[src/rtl/rambus_arbiter.sv]
// Two-port round-robin arbiter that funnels APB-style requests from two
// requesters onto a single strobe/ack register bus, with a per-transfer
// timeout that completes the transfer with an error flag.
module rambus_arbiter #(
    parameter int ADDR_W  = 14,
    parameter int DATA_W  = 32,
    parameter int TIMEOUT = 255
) (
    input  logic              clk,
    input  logic              nRst,

    input  logic              Sel0,
    input  logic              Enable0,
    input  logic              Write0,
    input  logic [ADDR_W-1:0] Addr0,
    input  logic [DATA_W-1:0] WData0,
    output logic              Ready0,
    output logic [DATA_W-1:0] RData0,
    output logic              SlvErr0,

    input  logic              Sel1,
    input  logic              Enable1,
    input  logic              Write1,
    input  logic [ADDR_W-1:0] Addr1,
    input  logic [DATA_W-1:0] WData1,
    output logic              Ready1,
    output logic [DATA_W-1:0] RData1,
    output logic              SlvErr1,

    output logic              BusStb,
    output logic              BusWrnRd,
    output logic [ADDR_W-1:0] BusAddr,
    output logic [DATA_W-1:0] BusDataOut,
    input  logic [DATA_W-1:0] BusDataIn,
    input  logic              BusAck
);

    typedef enum logic [1:0] {
        IDLE  = 2'd0,
        ISSUE = 2'd1,
        WAIT  = 2'd2,
        DONE  = 2'd3
    } arbState_t;

    // Counter is wide enough for the largest supported TIMEOUT (1023).
    localparam int                CNT_W       = 10;
    localparam logic [CNT_W-1:0]  TIMEOUT_END = CNT_W'(TIMEOUT - 1);

    arbState_t           state;
    logic                lastServed;
    logic                grantIdx;
    logic [CNT_W-1:0]    waitCnt;
    logic                errFlag;
    logic [DATA_W-1:0]   capData;
    logic                readyQ0;
    logic                readyQ1;

    logic                pend0;
    logic                pend1;
    logic                nextGrant;

    // A requester is pending while in its access phase and not yet completed.
    assign pend0 = Sel0 & Enable0 & ~Ready0;
    assign pend1 = Sel1 & Enable1 & ~Ready1;

    // Round-robin choice: a tie goes to whichever requester was not served last.
    always_comb begin
        nextGrant = 1'b0;
        if (pend0 && pend1) begin
            nextGrant = ~lastServed;
        end else if (pend1) begin
            nextGrant = 1'b1;
        end
    end

    // Completion pulse is withdrawn if the granted requester drops Sel during
    // DONE; read data and error are only presented alongside a visible Ready.
    assign Ready0  = readyQ0 & Sel0;
    assign Ready1  = readyQ1 & Sel1;
    assign RData0  = Ready0 ? capData : '0;
    assign RData1  = Ready1 ? capData : '0;
    assign SlvErr0 = Ready0 & errFlag;
    assign SlvErr1 = Ready1 & errFlag;

    // Transfer sequencer: grant, strobe, wait for ack or timeout, complete.
    always_ff @(posedge clk) begin
        if (!nRst) begin
            state      <= IDLE;
            lastServed <= 1'b1;
            grantIdx   <= 1'b0;
            waitCnt    <= '0;
            errFlag    <= 1'b0;
            capData    <= '0;
            readyQ0    <= 1'b0;
            readyQ1    <= 1'b0;
            BusStb     <= 1'b0;
            BusWrnRd   <= 1'b0;
            BusAddr    <= '0;
            BusDataOut <= '0;
        end else begin
            BusStb  <= 1'b0;
            readyQ0 <= 1'b0;
            readyQ1 <= 1'b0;
            case (state)
                IDLE: begin
                    if (pend0 || pend1) begin
                        grantIdx   <= nextGrant;
                        BusWrnRd   <= nextGrant ? Write1 : Write0;
                        BusAddr    <= nextGrant ? Addr1  : Addr0;
                        BusDataOut <= nextGrant ? WData1 : WData0;
                        BusStb     <= 1'b1;
                        state      <= ISSUE;
                    end
                end
                ISSUE: begin
                    waitCnt <= '0;
                    state   <= WAIT;
                end
                WAIT: begin
                    if (BusAck) begin
                        // An ack on the final counted cycle still wins over timeout.
                        capData <= BusWrnRd ? '0 : BusDataIn;
                        errFlag <= 1'b0;
                        readyQ0 <= ~grantIdx;
                        readyQ1 <= grantIdx;
                        state   <= DONE;
                    end else if (waitCnt == TIMEOUT_END) begin
                        waitCnt <= waitCnt + CNT_W'(1);
                        capData <= '0;
                        errFlag <= 1'b1;
                        readyQ0 <= ~grantIdx;
                        readyQ1 <= grantIdx;
                        state   <= DONE;
                    end else begin
                        waitCnt <= waitCnt + CNT_W'(1);
                    end
                end
                DONE: begin
                    lastServed <= grantIdx;
                    state      <= IDLE;
                end
                default: begin
                    state <= IDLE;
                end
            endcase
        end
    end

endmodule

[config.mk]
export PLATFORM = sky130hd
export DESIGN_NAME = rambus_arbiter
export DESIGN_NICKNAME = d
export VERILOG_FILES = /design/src/rtl/rambus_arbiter.sv
export SDC_FILE = /design/constraint.sdc
export NUM_CORES = 1
export LEC_CHECK = 0
export CAP_MARGIN = 20
export CORE_ASPECT_RATIO = 1.75
export CORE_MARGIN = 4
export CORE_UTILIZATION = 42
export DETAILED_ROUTE_END_ITERATION = 8
export PLACE_DENSITY = 0.88
export SYNTH_ARGS = -nofsm -noshare
export SYNTH_HDL_FRONTEND = slang
export SYNTH_SLANG_ARGS = --single-unit
[constraint.sdc]
create_clock -name clk -period 2.25 [get_ports clk]
set_input_delay 0.225 -clock clk [delete_from_list [all_inputs] [get_ports clk]]
set_output_delay 0.225 -clock clk [all_outputs]
set_load 0.02 [all_outputs]
==> summary.md, run 1 <==
| Metric | Value |
|---|---|
| Vias per inst | 5.42 |
| Worst vdd ir | between 0.0005 and 0.0006 V |
| Mux share of post-synthesis cell area | 12.2% |
| CTS tree | built |
| Starting Density | 43.0% |
| First-pass GRT wire length | 21800 um |
| CP endpoint kind | primary output |
| Drt wl/cell | 17.0 um |
| Drt pass-1 iters | 4 |
| Adder-Cell Fraction of Synth Area | 1.98% |
| Clock buffer depth | 2 |
| Synth cell types | 39 |
| Clk Latency, worst-skew pair | about 0.34 ns |
| FF+latch count, synth | 97 |
| # IOs | ~250 |
| Setup Viol. Count Final | 0 |
| DRC Markers | 0 |
| Initial antenna violation count | 0 |
| Worst slew pin tran | roughly 0.45 ns |
| PD cells | 752 nW/um^2 |
| Rel. slew slack | 70.1% |
| Crit start category | flip-flop |
| H-Tree Depth | 3 |
| Die height | between 100 and 150 um |
| Pleak | 3.23 nW |
| Slowest CP cell | clkdlybuf4s50_1 |
| Clock slew at reported path FFs | 0.06 ns |
| Synth async-reset ratio | 0% |
| Predominant post-synthesis flop cell | dfxtp_1 |
| Routed Antenna Nets | 0 |
| Critical Path RT | 2.03 ns |
| Port Buffer Count | 248 |
| Final Slew Violations | 0 |
| Vias in the first global route | 4603 |
| Core Rows | ~50 |
| Yosys warns | 0 |
| Diodes inserted | 0 |
| Mapped Area | 4430 um^2 |
| Number of synthesized flops with an enable pin | 0 |
| Worst-path maximum fanout | 22 |
| Iter 0 DRT Violations | approximately 250 |
| Largest family of logic cells by synthesized area | compound AO/OA/AOI/OAI gates |
| Setup TNS Final | 0 ns |
| HPWL Detailed | 11100 um |
| Simple-gate share of the synthesized area | 16.4% |
| Via count | between 4k and 5k |
| # Max-Cap Violations | 0 |
| Xor-xnor portion of the synthesized cell area | 0% |
| Worst min path class | input port to flip-flop |
| Final hold slack | about 0.28 ns |
| Final wirelength | 14100 um |
| Critical path's top delay family | buffers and inverters |
| GRT Total Usage | 22.2% |
| Max Clk Rate | 457 MHz |
| Synth Area in Compound Gates | 19.9% |
| Crit Path Category | flip-flop to primary output |
| Synth Net Count | 613 |
| RSZ-0062 raised after global routing | false |
| Share of post-route cells with drive strength above 1 | 4.82% |
| Total core area | 10300 um^2 |
| Cts hold-fix bufs | 0 |
| Delay of the slowest cell on the worst path | 0.60 ns |
| Pin count of the biggest net entering global routing | 53 |
| Number of CTS-inserted buffers | 9 |
| Mean post-synth cell area | 9.36 um^2 |
| Final critical-path required period | 2.19 ns |
| Skew final | 0.00798 ns |
| Clock Sinks | 97 |
| Buf/Inv on CP | 2 |
| Crit share post-route | 97.2% |
| Seq/Total Area, Yosys | a little over two fifths |
| RePlAce Congestion | ~0.84 |
| # Post-CTS Setup Buffers | 0 |
| Die Width | between 80 and 90 um |
| Cells along the critical path | buf_4, and3_1, clkdlybuf4s50_1 |
| Clk Tree Root Cell | clkbuf_16 |
| DIE AREA | 12300 um^2 |
| Area Overhead vs Synth | 63.9% |
| GR Overflow Total | 0 |
| NumNets Final | 842 |
| Worst EP arrival | 1.96 ns |
| Status | finished, final reports clean |
| Final hold vios | 0 |
| Cells after Synth | ~470 |
-- synthesized netlist by cell type, drive strengths merged (5+ instances only) --
cell	n	share of area, %
dfxtp	97	44
and3	67	9.5
mux2i	54	12
a21oi	50	5.7
o21ai	49	5.5
a22o	32	6.3
clkbuf	30	2.5
nand2	16	1.4
buf	13	2.7
and2	12	1.7
nor2	8	0.68
ha	7	2.0
inv	5	0.42
-- worst paths after layout --
check | from | end | slack (ns) | cells after the start
worst min register to register | grantIdx$_SDFFE_PN0P_ | readyQ0$_SDFF_PN0_ | 0.45 | 1
worst max register to register | state[0]$_SDFFE_PN0P_ | waitCnt[8]$_SDFFE_PN0P_ | 0.37 | 6
worst min-delay path | nRst | lastServed$_SDFFE_PN1N_ | 0.28 | 2
worst max-delay path | readyQ1$_SDFF_PN0_ | RData1[29] | 0.06 | 3
-- kinds of logic (layout without fill, tap and decap cells) --
group	after synthesis	count (layout)
AO/OA/AOI/OAI	143	143
AND/OR/NAND/NOR	124	124
flip-flops	97	97
multiplexers	54	54
buffers and inverters	48	281
adder cells (fa/ha/maj)	7	7
-- power by group --
group	total [W]	leakage (nW)	switching [W]	internal [W]
combinational	0.00180	2.30	0.000923	0.000873
sequential	0.00218	0.793	0.000171	0.00201
clock	0.00148	0.131	0.000626	0.000853
-- flip-flops by register name (all words and copies together) (netlist names), 2 cells and up --
signal	count
BusAddr	14
BusDataOut	32
capData	32
state	2
waitCnt	10
-- metrics by stage --
step	cell area, um^2	setup WS, ns	power, W	std cells	utilization (%)
2_1_floorplan	4430	0.699	0.00310	473	-
3_3_place_gp	6970	0.265	0.00393	818	67.7
3_5_place_dp	6970	0.231	0.00400	818	67.7
4_1_cts	7250	0.0485	0.00549	833	70.4
5_1_grt	7260	0.00145	0.00573	833	70.4
6_report	7260	0.0619	0.00546	833	70.4
-- per-layer routing --
layer,GRT usage [%],part of all wire [%],vias up
li1,-,-,2183
met1,23.3,36,2056
met2,39.4,52,231
met3,5.68,7.5,46
met4,12.9,4.4,0
met5,0,0,-
-- repair_timing --
item                                   in CTS  in global routing
setup endpoints to repair                   0                 10
endpoints found under the hold margin       0                  0
gates resized for setup                     0                  1
-- layout by cell type (no fill, tap or decap), types with 3 or more instances in the layout --
master / Yosys / final
clkdlybuf4s50_1: 0 / 247
dfxtp_1: 97 / 96
and3_1: 67 / 67
mux2i_1: 54 / 54
a21oi_1: 50 / 50
o21ai_0: 49 / 49
a22o_1: 32 / 32
nand2_1: 16 / 16
and2_1: 12 / 12
buf_4: 2 / 10
clkbuf_16: 0 / 9
nor2_1: 8 / 8
ha_1: 7 / 7
inv_1: 5 / 5
nand3_1: 3 / 3
nor2b_1: 3 / 3
nand4_1: 3 / 3
clkinvlp_4: 0 / 3
buf_12: 3 / 3
-- area by class of cell --
type	count	area [um^2]
repair buffers	261	2610
flip-flops and latches	97	1940
clock buffers	10	229
inverters	5	18.8
clock inverters	5	57.6
well taps	127	159
multi-input cells	328	2240
fillers	758	3040
No activity file was read; power rests on OpenSTA's default activity.
==> run 2, diff against run 1 <==
--- a/config.mk
+++ b/config.mk
@@ -7,7 +7,6 @@
 export LEC_CHECK = 0
 export CAP_MARGIN = 20
 export CORE_ASPECT_RATIO = 1.75
-export CORE_MARGIN = 4
 export CORE_UTILIZATION = 42
 export DETAILED_ROUTE_END_ITERATION = 8
 export PLACE_DENSITY = 0.88
==> run 2 against run 1 <==
Cell area rose by 0.34%. Clock skew grew 0.0028 ns. First-iteration DRC count decreased by 18%. Non-clock buffer count fell by 1. Die area decreased by 11%. Critical path depth rose by 1. Worst setup slack improved by 0.17 ns. Critical path type is now input port to primary output. Critical endpoint is now RData1[6]. Highest routed layer unchanged.
==> summary.md, run 2 (same netlist as run 1, synthesis figures left out) <==
| Metric | Value |
|---|---|
| Die height | 138 um (-4.2%) |
| H-Tree Depth | 3 (unchanged) |
| Worst vdd ir | 0.000518 V (-1.8%) |
| Share of post-route cells with drive strength above 1 | 4.82% (unchanged) |
| GRT Total Usage | 24.5% (+2.4 points) |
| Pin count of the biggest net entering global routing | 96 (+81%) |
| Most frequent cells in the layout | clkdlybuf4s50_1 (247), dfxtp_1 (96), and3_1 (67) |
| Via count | 4530 (+0.31%) |
| Cts hold-fix bufs | 0 (unchanged) |
| Worst slew pin tran | 0.426 ns (-0.0215 ns) |
| Critical Path RT | 2.03 ns (about the same) |
| Initial antenna violation count | 0 (unchanged) |
| Crit start category | input port |
| Setup TNS Final | 0 ns (unchanged) |
| Routed Antenna Nets | 0 (unchanged) |
| Crit share post-route | 89.5% (-7.8 points) |
| Worst min path class | input port to flip-flop |
| PD cells | 758 nW/um^2 (+0.84%) |
| Final critical-path required period | 2.01 ns (-0.175 ns) |
| Total core area | 10200 um^2 (-0.60%) |
| Vias in the first global route | 4434 (-3.7%) |
| CTS tree | built |
| Port Buffer Count | 248 (unchanged) |
| Final hold vios | 0 (unchanged) |
| Die Width | 79.6 um (-7.0%) |
| Worst-path maximum fanout | 22 (unchanged) |
| # Max-Cap Violations | 0 (unchanged) |
| HPWL Detailed | 10400 um (-6.6%) |
| CP endpoint kind | primary output |
| Skew final | 0.0108 ns (+0.00279 ns) |
| Rel. slew slack | 71.5% (+1.4 points) |
| Drt pass-1 iters | 4 (unchanged) |
| # IOs | 249 (unchanged) |
| Max Clk Rate | 497 MHz (+8.7%) |
| Number of CTS-inserted buffers | 9 (unchanged) |
| Crit Path Category | input port to primary output |
| Drt wl/cell | 16.7 um (-1.7%) |
| Setup Viol. Count Final | 0 (unchanged) |
| Iter 0 DRT Violations | 204 (-18%) |
| Core Rows | 49 (unchanged) |
| Clock Sinks | 97 (unchanged) |
| Vias per inst | 5.44 (+0.31%) |
| Starting Density | 43.2% (+0.26 points) |
| # Post-CTS Setup Buffers | 0 (unchanged) |
| Final core utilization | 71.1% (+0.67 points) |
| Clk Tree Root Cell | clkbuf_16 |
| RSZ-0062 raised after global routing | false |
| Area Overhead vs Synth | 64.4% |
| Pleak | 3.24 nW (+0.48%) |
| Status | finished, final reports clean |
| Design area | 7280 um^2 (+0.34%) |
| Commonest non-fill, non-tap cell in the layout | clkdlybuf4s50_1 |
| Final Slew Violations | 0 (unchanged) |
| NumNets Final | 841 (-0.12%) |
| First-pass GRT wire length | 20900 um (-4.3%) |
| Clk Latency, worst-skew pair | 0.35 ns (about the same) |
| Clock slew at reported path FFs | 0.06 ns (about the same) |
| DIE AREA | 11000 um^2 (-11%) |
| Final wirelength | 13900 um (-1.7%) |
| Diodes inserted | 0 (unchanged) |
| Worst EP arrival | 1.79 ns (-0.17 ns) |
| Clock buffer depth | 2 (unchanged) |
| Largest regs | BusDataOut x32, capData x32, BusAddr x14 |
| DRC Markers | 0 (unchanged) |
| GR Overflow Total | 0 (unchanged) |
| RePlAce Congestion | 0.830 (-1.1%) |
| DP Area | 6970 um^2 (about the same) |
## run 2: cell types whose count changed in the layout (fill, tap and decap cells not counted), sizes merged
cell,before,now
clkinv,1,2
buf,14,13
clkinvlp,3,1
inv,5,6
clkbuf,10,11
## run 2: final timing paths
path	startpoint	end	slack, ns	cells after the start
setup / recovery	Sel1	RData1[6]	0.24	4
hold / removal	nRst	lastServed$_SDFFE_PN1N_	0.26	2
setup reg to reg	state[0]$_SDFFE_PN0P_	waitCnt[8]$_SDFFE_PN0P_	0.43	6
hold reg to reg	grantIdx$_SDFFE_PN0P_	readyQ0$_SDFF_PN0_	0.44	1
## run 2: cell type report
type | instances | area, um^2
repair buffers | 260 | 2620
clock inverters | 5 | 63.8
inverters | 5 | 18.8
multi-input cells | 328 | 2240
flip-flops and latches | 97 | 1940
well taps | 127 | 159
clock buffers | 11 | 243
fillers | 723 | 2960
## run 2: worst max-delay path, cell delays in order
cell	delay [ns]
clkdlybuf4s50_1	0.52
buf_4	0.23
and3_1	0.20
clkdlybuf4s50_1	0.61
## run 2: power by group
part | switching (W) | internal (W) | total, W
logic | 0.000914 | 0.000854 | 0.00177
clock network | 0.000673 | 0.000901 | 0.00157
registers | 0.000171 | 0.00201 | 0.00218
total | 0.00176 | 0.00376 | 0.00552
## run 2: metal layers
metal  global-route usage (%)  vias up  part of all wire, %
met1                     25.0     2097                   36
met5                        0        -                    0
li1                         -     2177                    -
met2                     45.2      220                   54
met4                     12.9        0                  3.4
met3                     5.83       36                  7.0
## run 2: repair_timing
action                     CTS  global route
setup endpoints to repair    0             1
resized for setup            0             1
hold endpoints to repair     0             0
## run 2: through the flow
stage	setup WS, ns	hold slack, ns	std cells	power [W]
3_3_place_gp	0.259	0.426	817	0.00390
2_1_floorplan	0.699	0.351	473	0.00310
5_1_grt	0.170	0.279	833	0.00578
3_5_place_dp	0.215	0.435	817	0.00396
6_report	0.237	0.256	833	0.00552
4_1_cts	0.100	0.257	833	0.00555
